**src/rtl/pipelined_regfile_param.sv**
```systemverilog
// Three-stage (ID / EXE / WB) register file plus ALU with a valid/ready instruction port.
// EXE hazards are either forwarded from the live ALU output or resolved by a one-cycle interlock.
module pipelined_regfile_param #(
    parameter int DATA_W   = 16,
    parameter int NREGS    = 16,
    parameter int FORWARD  = 1,
    parameter int ZERO_REG = 1,
    parameter int STALL_W  = 8,
    localparam int AW      = $clog2(NREGS),
    localparam int SHW     = $clog2(DATA_W)
) (
    input  logic              clk,
    input  logic              rst,
    input  logic              in_valid,
    output logic              in_ready,
    input  logic [2:0]        in_op,
    input  logic [AW-1:0]     in_rd,
    input  logic [AW-1:0]     in_rs,
    input  logic [AW-1:0]     in_rt,
    input  logic [DATA_W-1:0] in_imm,
    input  logic              in_alusrc,
    input  logic              in_wen,
    output logic              wb_valid,
    output logic [AW-1:0]     wb_addr,
    output logic [DATA_W-1:0] wb_data,
    output logic [STALL_W-1:0] stall_cnt,
    input  logic [AW-1:0]     dbg_addr,
    output logic [DATA_W-1:0] dbg_rdata
);
    localparam logic [2:0] OP_ADD = 3'd0, OP_SUB = 3'd1, OP_AND = 3'd2, OP_OR  = 3'd3;
    localparam logic [2:0] OP_XOR = 3'd4, OP_SLL = 3'd5, OP_SRL = 3'd6, OP_SLT = 3'd7;

    logic [DATA_W-1:0]  rf_q [NREGS];
    logic [DATA_W-1:0]  rf_d [NREGS];
    logic               ide_valid_q, ide_valid_d, ide_wen_q, ide_wen_d;
    logic [AW-1:0]      ide_rd_q, ide_rd_d;
    logic [2:0]         ide_op_q, ide_op_d;
    logic [DATA_W-1:0]  ide_a_q, ide_a_d, ide_b_q, ide_b_d;
    logic               ewb_valid_q, ewb_valid_d, ewb_wen_q, ewb_wen_d;
    logic [AW-1:0]      ewb_rd_q, ewb_rd_d;
    logic [DATA_W-1:0]  ewb_res_q, ewb_res_d;
    logic [STALL_W-1:0] stall_q, stall_d;

    logic [DATA_W-1:0]  alu_y, opa, opb;
    logic rs_zero, rt_zero, rs_hit_ide, rt_hit_ide, rs_hit_ewb, rt_hit_ewb;
    logic hazard, accept;

    always_comb begin
        rs_zero    = (ZERO_REG != 0) && (in_rs == '0);
        rt_zero    = (ZERO_REG != 0) && (in_rt == '0);
        rs_hit_ide = ide_valid_q && ide_wen_q && (ide_rd_q == in_rs);
        rt_hit_ide = ide_valid_q && ide_wen_q && (ide_rd_q == in_rt);
        rs_hit_ewb = ewb_valid_q && ewb_wen_q && (ewb_rd_q == in_rs);
        rt_hit_ewb = ewb_valid_q && ewb_wen_q && (ewb_rd_q == in_rt);
        // Without forwarding, a producer still in EXE blocks the consumer for one cycle.
        hazard = (FORWARD == 0) &&
                 ((!rs_zero && rs_hit_ide) || (!in_alusrc && !rt_zero && rt_hit_ide));
        in_ready = !rst && !hazard;
        accept   = in_valid && in_ready;
    end

    always_comb begin
        opa = rf_q[in_rs];
        if (rs_zero)                         opa = '0;
        else if (FORWARD != 0 && rs_hit_ide) opa = alu_y;
        else if (rs_hit_ewb)                 opa = ewb_res_q;

        opb = rf_q[in_rt];
        if (in_alusrc)                       opb = in_imm;
        else if (rt_zero)                    opb = '0;
        else if (FORWARD != 0 && rt_hit_ide) opb = alu_y;
        else if (rt_hit_ewb)                 opb = ewb_res_q;
    end

    always_comb begin
        alu_y = '0;
        case (ide_op_q)
            OP_ADD:  alu_y = ide_a_q + ide_b_q;
            OP_SUB:  alu_y = ide_a_q - ide_b_q;
            OP_AND:  alu_y = ide_a_q & ide_b_q;
            OP_OR:   alu_y = ide_a_q | ide_b_q;
            OP_XOR:  alu_y = ide_a_q ^ ide_b_q;
            OP_SLL:  alu_y = ide_a_q << ide_b_q[SHW-1:0];
            OP_SRL:  alu_y = ide_a_q >> ide_b_q[SHW-1:0];
            OP_SLT:  alu_y = {{(DATA_W-1){1'b0}}, ($signed(ide_a_q) < $signed(ide_b_q))};
            default: alu_y = '0;
        endcase
    end

    always_comb begin
        ide_valid_d = accept;
        ide_wen_d   = in_wen;
        ide_rd_d    = in_rd;
        ide_op_d    = in_op;
        ide_a_d     = opa;
        ide_b_d     = opb;
        ewb_valid_d = ide_valid_q;
        ewb_wen_d   = ide_wen_q;
        ewb_rd_d    = ide_rd_q;
        ewb_res_d   = alu_y;
        rf_d        = rf_q;
        // r0 writes still retire on the wb port but never land in the array.
        if (ewb_valid_q && ewb_wen_q && !((ZERO_REG != 0) && (ewb_rd_q == '0)))
            rf_d[ewb_rd_q] = ewb_res_q;
        stall_d = stall_q;
        if (in_valid && !in_ready && !rst && (stall_q != '1))
            stall_d = stall_q + 1'b1;
    end

    always_ff @(posedge clk) begin
        if (rst) begin
            ide_valid_q <= 1'b0;
            ide_wen_q   <= 1'b0;
            ide_rd_q    <= '0;
            ide_op_q    <= '0;
            ide_a_q     <= '0;
            ide_b_q     <= '0;
            ewb_valid_q <= 1'b0;
            ewb_wen_q   <= 1'b0;
            ewb_rd_q    <= '0;
            ewb_res_q   <= '0;
            stall_q     <= '0;
            for (int i = 0; i < NREGS; i++) rf_q[i] <= '0;
        end else begin
            ide_valid_q <= ide_valid_d;
            ide_wen_q   <= ide_wen_d;
            ide_rd_q    <= ide_rd_d;
            ide_op_q    <= ide_op_d;
            ide_a_q     <= ide_a_d;
            ide_b_q     <= ide_b_d;
            ewb_valid_q <= ewb_valid_d;
            ewb_wen_q   <= ewb_wen_d;
            ewb_rd_q    <= ewb_rd_d;
            ewb_res_q   <= ewb_res_d;
            stall_q     <= stall_d;
            rf_q        <= rf_d;
        end
    end

    assign wb_valid  = !rst && ewb_valid_q && ewb_wen_q;
    assign wb_addr   = rst ? '0 : ewb_rd_q;
    assign wb_data   = rst ? '0 : ewb_res_q;
    assign stall_cnt = stall_q;
    assign dbg_rdata = ((ZERO_REG != 0) && (dbg_addr == '0)) ? '0 : rf_q[dbg_addr];
endmodule

```
**config.mk**
```make
export PLATFORM = sky130hd
export DESIGN_NAME = pipelined_regfile_param
export DESIGN_NICKNAME = d
export VERILOG_FILES = /design/src/rtl/pipelined_regfile_param.sv
export SDC_FILE = /design/constraint.sdc
export NUM_CORES = 1
export LEC_CHECK = 0
export BUFFER_PORTS_ARGS = -buffer_cell sky130_fd_sc_hd__buf_2
export CORE_MARGIN = 2
export CORE_UTILIZATION = 40
export CTS_CLUSTER_DIAMETER = 200
export DETAILED_ROUTE_END_ITERATION = 16
export PLACE_DENSITY = 0.61
export SLEW_MARGIN = 40
export SYNTH_ARGS = -nofsm -noshare
export SYNTH_HDL_FRONTEND = slang
export SYNTH_SLANG_ARGS = --single-unit
```
**constraint.sdc**
```tcl
create_clock -name clk -period 5.7 [get_ports clk]
set_input_delay 0.285 -clock clk [delete_from_list [all_inputs] [get_ports clk]]
set_output_delay 0.285 -clock clk [all_outputs]
set_load 0.02 [all_outputs]
```
**Word-level counts from Yosys, hierarchy flattened**

Index checks and enable logic that the tools add are counted.

- Bits in registers: 327
- Input bits: 40
- Output and inout port bits: 46
- Logic and storage cells: 101

- $add $sub $neg: 3
- $lt $le $gt $ge: 6
- Equal/unequal tests: 12
- Shift operators: 2
- Muxes and demuxes: 22
- Bitwise operators: 7
- Reductions and logical operators: 22

Operator list:

| kind | number |
|---|---|
| $bwmux W256 | 1 |
| $mux W16 | 15 |
| $bmux W16 S4 | 3 |
| $pmux W16 S8 | 1 |
| $demux W16 S4 | 1 |
| $ge A5 B5 Y1 const B | 4 |
| $not A4 Y5 | 4 |
| $add A16 B16 Y16 | 1 |
| $and A16 B16 Y16 | 1 |
| $eq A4 B4 Y1 | 4 |
| $logic_not A4 Y1 | 4 |
| $lt A16 B16 Y1 | 1 |
| $or A16 B16 Y16 | 1 |
| $shl A16 B4 Y16 | 1 |
| $shr A16 B4 Y16 | 1 |
| $sub A16 B16 Y16 | 1 |
| $xor A16 B16 Y16 | 1 |
| $logic_and A1 B1 Y1 | 14 |
| $eq A3 B3 Y1 const B | 4 |
| $add A8 B1 Y8 const B | 1 |
| $ne A8 B8 Y1 const B | 1 |
| $eq A3 B2 Y1 const B | 2 |
| $lt A5 B1 Y1 const B | 1 |
| $mux W4 | 1 |
| 4 further kinds | 5 |

**Logic depth before layout (Yosys ltp)**

Gate-level depths: netlist (run 1).

- Word-level depth: 8
- Mapped depth: 14
- Depth with buffers taken out: 12

**Least setup slack after synthesis (run 1)**

No wires, ideal clock.

- Path kind: reg2reg
- Start: register ide_b_q[1]
- End: register ide_a_q[13]
- Library setup time: 139 ps
- Arrival time: 2933 ps
- Required time: 5561 ps
- Setup slack: 2628 ps
- Cell stages (with the launch flop): 14
- Path buffers: 3
- Period minus slack after synthesis: 3072 ps
- Cell sequence: dfxtp_1 -> buf_6 -> buf_2 -> buf_2 -> inv_1 -> ha_1 -> a211oi_1 -> nor2_1 -> a211oi_2 -> a21oi_1 -> a2111oi_0 -> a41oi_1 -> a22oi_2 -> a211oi_1

- Longest elaborated chain between the ends: 3
- Elaborated cells on any way between the ends: 6
- Classes of those cells: 2 x add/sub; 2 x shift; 2 x mux

RTL lines:

| item | RTL line | source |
|---|---|---|
| start: declaration | 38 | `logic [DATA_W-1:0] ide_a_q, ide_a_d, ide_b_q, ide_b_d;` |
| start signal: assignment | 130 | `ide_b_q <= ide_b_d;` |
| $sub A16 B16 Y16 (tied with other cells) | 79 | `OP_SUB: alu_y = ide_a_q - ide_b_q;` |
| $pmux W16 S8 * | 77 | `case (ide_op_q)` |
| $mux W16 * | 65 | `else if (FORWARD != 0 && rs_hit_ide) opa = alu_y;` |
| end signal: assignment | 129 | `ide_a_q <= ide_a_d;` |
| end: declaration | 38 |  |

Mark *: on every way between the ends. The rest lies on a longest branch, timed or not.
A chain may end at the register's enable or synchronous reset.

**Final worst setup path (run 1)**

- Start: register ide_b_q[2]
- End: register ide_a_q[13]

The elaborated chain is that of the path after synthesis.

==> flow_summary.ini, run 1 <==
[sta]
fin_crit_ns = 3.73
finalSetupViolations = 0
max_slew.worst_pin.slew_ns = 0.855
hold_ws_ns = 0.0200
max_freq_ghz = 0.268
rsz0062_at_grt = false
slew_headroom_pct = 43.0
hold_viol = 0
finalMaxSlewViolations = 0
fin_skew_ns = 0.0141
fin_crit_sh_pct = 65.5
setup_tns_ns = 0

[clock_tree]
cts_sinks = 327
root_buffer = clkbuf_16
cts_buffers = 37
htree_levels = 2
clock_latency_ns = 0.56
path_clk_slew_ns = 0.06
clk_path_buf_depth = 3
cts_tree = done

[route]
wirelength_um = 77700
postRouteAntennaNets = 0
dr.first_iter.drc_count = 2243
vias = 18900
wl_per_cell_um = 26.0
firstDrtPassIters = 6
routed_via_density = 6.32
drcViolationCount = 0

[synth]
ys_seq_area_share_pct = 30.3
synth_warnings = 0
syn_inst = 2298
synth_edf_count = 0
synth_area_per_cell_um2 = 9.39
synth_cell_type_count = 91
ys_seq_elements = 327
synthFlopType = dfxtp_1
synth-async-reset-ratio_pct = 0
synth_area_um2 = 21600
synth_nets = 2389

[power_and_ir_drop]
power_w = 0.00541
seq_power_share_pct = 44.1
netSwitchingFraction_pct = 26.4
power.net_switching_w = 0.00143
combPwrFrac_pct = 10.0
p_int_w = 0.00399
ir_drop_v = 0.000164
cellLeakagePower_nw = 8.08
power_density_nw_per_um2 = 227
clock_power_share_pct = 45.9

[placement]
gp_congestion = 0.953
dp.final_hpwl_um = 50200
portBuffers = 85

[critical_path]
worstSetupEndpointType = register
crit_fanout = 37
arrival_ns = 4.15
critPathRequiredTime_ns = 6.12
worst-setup-path-type = reg -> reg
startpoint_type = register

[finish]
antenna_cells = 0
layout_common_cells = nand2_1 (530), dfxtp_1 (321), a21oi_1 (274), mux4_2 (250), nor2_1 (120)
final_common_cell = nand2_1
drive_above_1_share_pct = 22.2
finalNetCount = 2363
area_growth_pct = 10.4

[floorplanning]
ios = 86
core_area_um2 = 53600
die_w_um = 236
initial_core_util_pct = 40.2
die_y_um = 236
fp.dieArea_um2 = 55800
rows = 85

[min_path]
min_path_type = in -> reg

[grt]
grt_max_degree = 87
grt_pass1_vias = 18400
antenna_found_initial = 1
grt_pass1_wl_um = 116000
track_usage_pct = 27.5
grt_overflow = 0

[flow_run]
maxCapViolCount = 0

[status]
status = finished, final reports clean
worst max-delay path: stages, from the launching register on:
cell	delay, ns
dfxtp_1	0.31
buf_4	0.34
inv_1	0.45
ha_1	0.55
o21ai_0	0.27
nor2_1	0.11
a211oi_2	0.39
a21oi_1	0.23
a2111oi_0	0.46
a41oi_1	0.10
a22oi_2	0.27
a211oi_1	0.12
kinds of logic after synthesis:
| kind of cell | after synthesis | share of synthesized area (%) |
|---|---|---|
| adder cells (fa/ha/maj) | 51 | 3.03 |
| multiplexers | 312 | 29.8 |
| XOR/XNOR | 20 | 0.812 |
| AO/OA/AOI/OAI | 474 | 13.4 |
| AND/OR/NAND/NOR | 851 | 17.1 |
| flip-flops | 327 | 30.3 |
| buffers and inverters | 263 | 5.48 |
metrics by stage:
stage | cell area, µm² | std cells | setup WS (ns) | util [%]
after global placement | 22300 | 2908 | 2.12 | 41.5
final | 23800 | 2993 | 1.97 | 44.4
after detailed placement | 22400 | 2910 | 2.06 | 41.7
after floorplan | 21600 | 2298 | 2.63 | -
after CTS | 23800 | 2993 | 2.04 | 44.4
after global routing | 23800 | 2993 | 1.71 | 44.4
what timing repair did:
action,in CTS,in global routing
hold buffers,19,0
endpoints found under the hold margin,19,0
resized for setup,0,0
setup buffers,0,0
metal layers:
| metal | share of wire [%] | wire (µm) | up-vias | global-route usage, % |
|---|---|---|---|---|
| met2 | 47 | 36700 | 1042 | 44.9 |
| met3 | 8.5 | 6640 | 266 | 3.99 |
| met1 | 39 | 30200 | 9347 | 35.3 |
| met5 | 0 | 0 | - | 0 |
| li1 | - | - | 8267 | - |
| met4 | 5.4 | 4210 | 0 | 14.5 |
power by group through the flow:
stage | clock network, W | registers (W) | logic, W
final | 0.00249 | 0.00239 | 0.000541
after detailed placement | 0 | 0.00243 | 0.000524
after global placement | 0 | 0.00243 | 0.000518
after floorplan | 0 | 0.00236 | 0.000428
after CTS | 0.00251 | 0.00238 | 0.000536
after global routing | 0.00260 | 0.00239 | 0.000574
cell type report:
class,instances,area [µm²]
Clock buffer,49,1050
Clock inverter,15,184
Fill cell,5149,29800
Inverter,54,203
Multi-Input combinational cell,1708,14000
Sequential cell,327,6550
Tap cell,696,871
Timing Repair Buffer,144,995
flip-flops by register name, indices dropped and copies added, names as in the netlist:
signal	flops
ewb_rd_d	4
ewb_rd_q	4
ewb_res_q	16
ewb_valid_d	1
ewb_valid_q	1
ewb_wen_d	1
ewb_wen_q	1
ide_a_q	16
ide_b_q	16
ide_op_q	3
rf_q	256
stall_cnt	8
cell usage after synthesis (31+ instances only):
cell | instances | area share, %
dfxtp_1 | 327 | 30
ha_1 | 49 | 2.8
nor2b_1 | 86 | 2.5
clkbuf_1 | 134 | 2.3
nor2_1 | 121 | 2.1
mux4_2 | 250 | 26
a21oi_1 | 274 | 6.4
nand2_1 | 539 | 9.4
buf_2 | 43 | 1.0
o21ai_0 | 42 | 0.97
inv_1 | 53 | 0.92
mux2i_1 | 31 | 1.4
final timing paths:
path / start / to / depth (start not counted) / slack [ns]
max: ide_b_q[2] / ide_a_q[13] / 11 / 1.97
min: in_imm[7] / ide_b_q[7] / 3 / 0.02
max reg2reg: ide_b_q[2] / ide_a_q[13] / 11 / 1.97
min reg2reg: stall_cnt[3] / stall_cnt[3] / 1 / 0.46
Note: power is estimated with default switching activity, not from simulation.
==> run 2: changes to the inputs <==
- clock period: 5.7 -> 3.7 ns (I/O delays scaled with it)
==> run 2 against run 1 <==
Combinational power up 60%. Largest power group unchanged. Sequential share of layout area down 0.43 points. Via count up 0.91%. Largest cell class unchanged. Worst setup slack worse by 1.6 ns. Routed wire length up 1.3%. Clock skew up 0.013 ns. Flip-flop and latch count unchanged. Maximum frequency up 11%. Global-route usage up 0.27 points.
==> flow_summary.ini, run 2 (synthesis results as in run 1) <==
[finish]
top_register = rf_q
final_common_cell = nand2_1
regArea_um2 = 6550
area_growth_pct = 12.1
drive_above_1_share_pct = 23.4
layout_common_cells = nand2_1 (529), dfxtp_1 (321), a21oi_1 (274), mux4_2 (250), nor2_1 (121)
stdcell_area_um2 = 24200
finalNetCount = 2406
largest_reg_flops = 256
antenna_cells = 0
fillers = 5118
multi_input_comb_area_um2 = 13900

[power_and_ir_drop]
power_density_nw_per_um2 = 348
cellLeakagePower_nw = 8.33
ir_drop_v = 0.000326

[critical_path]
startpoint_type = register
ff2ff_setup_slack_ns = 0.34
path_cells = inv_1, ha_1, a211oi_1, nor2_1, a211oi_2, a21oi_1, a2111oi_0, a41oi_1, a22oi_2, a211oi_1
arrival_ns = 3.78
crit_fanout = 10
worst-setup-path-type = reg -> reg
critPathRequiredTime_ns = 4.12
cp_slowest_cell = dfxtp_1
crit_top_cell = a211oi_1
worst_path_largest_cell_delay_ns = 0.60
worstSetupEndpointType = register

[sta]
fin_crit_ns = 3.36
hold_viol = 0
setup_slack_ns = 0.342
finalMaxSlewViolations = 0
finalSetupViolations = 0
slew_headroom_pct = 41.1
setup_tns_ns = 0
max_slew.worst_pin.slew_ns = 0.882
rsz0062_at_grt = false
fin_skew_ns = 0.0276
fin_crit_sh_pct = 90.8
max_freq_ghz = 0.298

[clock_tree]
path_clk_slew_ns = 0.07
cts_buffers = 39
post_cts_buffers = 0
cts_tree = done
clk_path_buf_depth = 3
htree_levels = 2
clock_latency_ns = 0.58
cts_sinks = 327
root_buffer = clkbuf_16

[floorplanning]
die_w_um = 236
ios = 86
fp.dieArea_um2 = 55800
core_area_um2 = 53600
initial_core_util_pct = 40.2
rows = 85
die_y_um = 236

[grt]
grt_max_degree = 105
track_usage_pct = 27.7
grt_pass1_vias = 18500
antenna_found_initial = 3
grt_pass1_wl_um = 118000
grt_overflow = 0

[min_path]
min_path_type = in -> reg

[placement]
dp.final_hpwl_um = 52500
place_area_um2 = 22600
gp_congestion = 0.946
portBuffers = 85
place_ws_ns = 0.457

[status]
status = finished, final reports clean

[route]
postRouteAntennaNets = 0
wirelength_um = 78700
firstDrtPassIters = 5
dr.first_iter.drc_count = 2051
routed_via_density = 6.28
drcViolationCount = 0
vias = 19100
wl_per_cell_um = 25.9

[flow_run]
maxCapViolCount = 0
run 2: cell types whose count changed in the layout (fill, tap and decap cells not counted), sizes merged:
cell         previous run  this run
buf                   125       160
bufinv                  4         1
clkbuf                 49        54
clkinv                  8        13
clkinvlp                2         1
dlygate4sd3            19        25
run 2: repair_timing:
action                    in CTS  in global routing
resized for setup              0                  0
hold endpoints to repair      25                  0
hold buffers                  25                  0
run 2: worst paths after layout:
kind / endpoint / startpoint / cells past startpoint
min reg2reg: stall_cnt[0] / stall_cnt[0] / 1
min: ide_b_q[0] / in_alusrc / 4
max reg2reg: ide_a_q[13] / ide_a_q[1] / 10
max: ide_a_q[13] / ide_a_q[1] / 10
run 2: area by class of cell:
class | count | area share, %
inverters | 54 | 0.838
repair buffers | 185 | 5.60
clock inverters | 16 | 0.538
well taps | 696 | 3.60
multi-input cells | 1708 | 57.6
flip-flops and latches | 327 | 27.1
clock buffers | 54 | 4.77
run 2: per-stage QoR:
step           hold WS (ns)  power, W  std cells  util [%]
6_report             0.0223   0.00843       3040      45.1
5_1_grt              0.0406   0.00867       3040      45.1
4_1_cts             0.00219   0.00846       3040      45.1
3_5_place_dp          0.400   0.00459       2945      42.3
3_3_place_gp          0.398   0.00458       2945      42.2
2_1_floorplan         0.291   0.00430       2298         -
run 2: power breakdown:
part           internal, W  switching, W
logic             0.000333      0.000531
clock network      0.00226       0.00163
registers          0.00355      0.000127
total              0.00614       0.00228
run 2: worst max-delay path: cells and delay by family, from the launching register on:
kind	cells	cell delay [ns]
simple gates	1	0.15
buf+inv	1	0.13
flops	1	0.60
fa+ha+maj	1	0.36
compound gates	7	1.98
run 2: per-layer routing:
layer | wire length [µm] | GRT usage, % | share of wire, %
met4 | 4350 | 15.1 | 5.5
met5 | 23 | 0 | 0.029
met1 | 30300 | 35.0 | 38
met3 | 6270 | 4.32 | 8.0
met2 | 37800 | 45.7 | 48
